==> src/rtl/pipe_stage_buf.sv <==
// Pipeline stage buffer: DEPTH-entry FIFO of {ctrl, data} with synchronous flush; latency 1.
// in_ready comes from registered occupancy only, so a pop cannot free a slot for a push in the same cycle.
module pipe_stage_buf #(
  parameter int DATA_W = 32,
  parameter int CTRL_W = 16,
  parameter int DEPTH  = 2,
  parameter int CNT_W  = $clog2(DEPTH + 1)
) (
  input  logic              clk,
  input  logic              rst,
  input  logic              flush,
  input  logic              in_valid,
  output logic              in_ready,
  input  logic [CTRL_W-1:0] in_ctrl,
  input  logic [DATA_W-1:0] in_data,
  output logic              out_valid,
  input  logic              out_ready,
  output logic [CTRL_W-1:0] out_ctrl,
  output logic [DATA_W-1:0] out_data,
  output logic [CNT_W-1:0]  count
);

  localparam int PTR_W = (DEPTH > 1) ? $clog2(DEPTH) : 1;
  localparam int ENT_W = CTRL_W + DATA_W;

  logic [ENT_W-1:0] mem_q [DEPTH];
  logic [ENT_W-1:0] mem_d [DEPTH];
  logic [PTR_W-1:0] wr_ptr_q, wr_ptr_d;
  logic [PTR_W-1:0] rd_ptr_q, rd_ptr_d;
  logic [CNT_W-1:0] count_q, count_d;
  logic             push, pop;
  logic [ENT_W-1:0] head;

  assign in_ready  = (count_q < CNT_W'(DEPTH));
  assign out_valid = (count_q != '0);
  assign count     = count_q;

  assign push = in_valid && in_ready && !flush;
  assign pop  = out_valid && out_ready && !flush;

  // Gate the head with occupancy so stale storage never leaks onto out_*.
  assign head     = out_valid ? mem_q[rd_ptr_q] : '0;
  assign out_ctrl = head[ENT_W-1:DATA_W];
  assign out_data = head[DATA_W-1:0];

  always_comb begin
    mem_d = mem_q;
    if (push) begin
      mem_d[wr_ptr_q] = {in_ctrl, in_data};
    end
  end

  always_comb begin
    wr_ptr_d = wr_ptr_q;
    rd_ptr_d = rd_ptr_q;
    count_d  = count_q;
    if (flush) begin
      wr_ptr_d = '0;
      rd_ptr_d = '0;
      count_d  = '0;
    end else begin
      if (push) begin
        wr_ptr_d = (wr_ptr_q == PTR_W'(DEPTH - 1)) ? '0 : wr_ptr_q + 1'b1;
      end
      if (pop) begin
        rd_ptr_d = (rd_ptr_q == PTR_W'(DEPTH - 1)) ? '0 : rd_ptr_q + 1'b1;
      end
      if (push && !pop) begin
        count_d = count_q + 1'b1;
      end else if (pop && !push) begin
        count_d = count_q - 1'b1;
      end
    end
  end

  always_ff @(posedge clk or posedge rst) begin
    if (rst) begin
      wr_ptr_q <= '0;
      rd_ptr_q <= '0;
      count_q  <= '0;
    end else begin
      wr_ptr_q <= wr_ptr_d;
      rd_ptr_q <= rd_ptr_d;
      count_q  <= count_d;
    end
  end

  // Storage needs no reset; unoccupied slots are masked at the output.
  always_ff @(posedge clk) begin
    mem_q <= mem_d;
  end

endmodule
==> config.mk <==
export PLATFORM = sky130hd
export DESIGN_NAME = pipe_stage_buf
export DESIGN_NICKNAME = d
export VERILOG_FILES = /design/src/rtl/pipe_stage_buf.sv
export SDC_FILE = /design/constraint.sdc
export NUM_CORES = 1
export LEC_CHECK = 0
export CORE_MARGIN = 1
export CORE_UTILIZATION = 40
export CTS_CLUSTER_DIAMETER = 40
export DETAILED_ROUTE_END_ITERATION = 10
export PLACE_DENSITY_LB_ADDON = 0.25
export SLEW_MARGIN = 40
export SYNTH_ARGS = -nofsm -noshare
export SYNTH_HDL_FRONTEND = slang
export SYNTH_SLANG_ARGS = --single-unit
==> constraint.sdc <==
create_clock -name clk -period 5.7 [get_ports clk]
set_clock_uncertainty 0.05 [all_clocks]
set_input_delay 1.14 -clock clk [delete_from_list [all_inputs] [get_ports clk]]
set_output_delay 1.14 -clock clk [all_outputs]
set_load 0.01 [all_outputs]
==> results_dict.tcl <==
set metrics [dict create \
    status "complete, no violations" \
    synth_cell_type_count 23 \
    syn-instance-count 228 \
    cts_repair_resize_count 0 \
    synth_area_sq_um 3860 \
    final.hold.worst_slack_ps 543 \
    layout.cells.most_common "sky130_fd_sc_hd__clkdlybuf4s50_1" \
    antenna_found_initial 0 \
    grt_start_max_net_pins 30 \
    report.final.setup_viol 0 \
    area_growth_pct 37.0 \
    timing.critical_path.buf_inv 2 \
    synth_nets 281 \
    grt_max_usage_layer "met2" \
    setup_repair_after_global_routing_missed_its_margin "false" \
    detailed_placement_hpwl_um 4490 \
    clock-sinks 100 \
    max_slew.worst_pin.slew_ps 582 \
    globalRouteMet3Util_pct 3.83 \
    track_usage_pct 14.2 \
    first_global_vias 2211 \
    firstDrtPassIters 4 \
    design.die.area_sq_um 10100 \
    data_required_time_of_the_critical_path_ps 4510 \
    worst-endpoint-arrival_ps 2520 \
    fillerInstances 768 \
    floorplan.rows 35 \
    synth.avg_cell_area_sq_um 16.9 \
    cp.depth 4 \
    wirelength_um 6840 \
    final-seq-area_sq_um 2980 \
    period_needed_ps 3710 \
    gr-total-overflow 0 \
    cts_post_setup_buffers_inserted 0 \
    most-common-layout-cells "104 x sky130_fd_sc_hd__clkdlybuf4s50_1, 96 x sky130_fd_sc_hd__edfxtp_1, 50 x sky130_fd_sc_hd__nor2_1" \
    route.detailed.wl_per_inst_um 14.5 \
    final_antenna_net_count 0 \
    clock_latency_ps 350 \
    element_type_at_the_critical_path_end "primary output" \
    cp_top_family "buffers and inverters" \
    global_route.usage.met2_pct 22.9 \
    clock.fmax_mhz 270 \
    routed_via_density 4.52 \
    multi_input_area_sq_um 788 \
    maxSlewViolCount 0 \
    place.port_buffers 104 \
    die_h_um 100 \
    synth-seq-area-share_pct 77.2 \
    initial_core_util_pct 41.6 \
    hold_viol_final 0 \
    clock_tree_from_tritoncts "done" \
    detailroute.via_count 2137 \
    clkTransAtPathRegs_ps 90 \
    cts-buffers-inserted 9 \
    fin_crit_sh_pct 65.1 \
    critical_path.max_stage_delay_ps 750 \
    slowest_stage_cell_on_the_critical_path "sky130_fd_sc_hd__dfrtp_2" \
    ant_diodes 0 \
    power_leakage_nw 1.75 \
    number_of_nets_in_the_final_layout 392 \
    hp-class "reg2reg" \
    timing.setup.tns_ps 0 \
    grt_first_pass_wirelength_um 10700 \
    ctsHoldBuffers 0 \
    path_cells "buf_4 > mux2i_1 > nor2_1 > clkdlybuf4s50_1" \
    gp_congestion 0.691 \
    timing.setup.critical_path_class "reg2out" \
    fp.coreArea_sq_um 9280 \
    power-per-cell-area_nw_per_um2 294 \
    type_of_element_launching_the_critical_path "flop" \
    vdd.ir_drop.worst_uv 147 \
    detail_route.drc_violations 0 \
    timing.max_cap.violations 0 \
    maxSlewHeadroom_pct 61.2 \
    yosys_warnings 0 \
    placed_area_sq_um 5080 \
    grt_use_met1_pct 18.3 \
    cts_root_buffer "sky130_fd_sc_hd__clkbuf_8" \
    cell_area_after_layout_sq_um 5300 \
    first_iter_violations 54 \
    rr_worst_depth 3 \
    htree_num_levels 3 \
    fp.dieW_um 100 \
    post_route_cells_drive_above_1_share_pct 7.85 \
    design.portCount 105 \
    ctsLongestPathBuffers 2 \
    worst_path_fanout_max 29 \
    hold_depth 2 \
    ff_latch_count_synth 100 \
]
## layer usage
layer  up-vias  share of wire, %
met5         -                 0
met4         0               1.3
met3         9               6.4
met2        78                48
met1       998                45
li1       1052                 -
## where the power goes
| part | leakage, nW | switching, W | internal (W) |
|---|---|---|---|
| Sequential | 0.932 | 0.0000153 | 0.000839 |
| Clock | 0.102 | 0.000228 | 0.000247 |
| Combinational | 0.716 | 0.0000973 | 0.000127 |
| Total | 1.75 | 0.000341 | 0.00121 |
## worst paths after layout
path / from / endpoint / slack [ps]
min in group asynchronous: rst / count[1] / 930
worst min-delay path: wr_ptr_q / wr_ptr_q / 540
worst max register to register: count[1] / mem_q[46] / 3960
worst min register to register: wr_ptr_q / wr_ptr_q / 540
worst max-delay path: rd_ptr_q / out_data[4] / 1990
max in group asynchronous: rst / rd_ptr_q / 4490
## worst min-delay path: stages, from the launching register on
cell and delay (ps):
sky130_fd_sc_hd__dfrtp_1 400, sky130_fd_sc_hd__xor2_1 80, sky130_fd_sc_hd__nor2_1 80
## per-stage QoR
stage	total power (W)	std cells	utilization (%)	worst slack, ps
detailed placement	0.00110	457	54.7	2340
floorplan	0.000976	228	-	343
finish	0.00155	473	57.0	1990
global placement	0.00109	455	54.1	2330
CTS	0.00157	473	57.0	1940
global route	0.00162	473	57.0	1810
## sequential cells by signal, indices dropped and copies added, names as in the netlist
signal and count:
mem_q 96, count 2, rd_ptr_q 1, wr_ptr_q 1
## logic make-up after synthesis
family,after synthesis,share of synthesized area (%)
buffers and inverters,14,2.78
and+or+nand+nor,58,6.15
muxes,49,12.7
AOI/OAI and AO/OA,5,0.713
DFF,100,77.2
xor gates and xnor gates,2,0.453
## Yosys cell counts, drive strengths merged
cell type / instances / area share (%)
nand2: 1 / 0.097
a21o: 1 / 0.19
nand2b: 2 / 0.39
nor3b: 1 / 0.19
edfxtp: 96 / 75
nor2: 51 / 5.0
a21oi: 2 / 0.26
xor2: 2 / 0.45
buf: 10 / 2.4
dfrtp: 4 / 2.6
nor2b: 2 / 0.32
clkbuf: 1 / 0.097
mux2i: 49 / 13
inv: 3 / 0.29
nor3: 1 / 0.13
o21ai: 2 / 0.26
## area by class of cell
| type | count | area share, % |
|---|---|---|
| Tap cell | 129 | 3.05 |
| Sequential cell | 100 | 56.4 |
| Multi-Input combinational cell | 114 | 14.9 |
| Clock inverter | 6 | 1.68 |
| Clock buffer | 10 | 2.41 |
| Timing Repair Buffer | 111 | 21.4 |
| Inverter | 3 | 0.213 |
No activity file was read; power rests on OpenSTA's default activity.
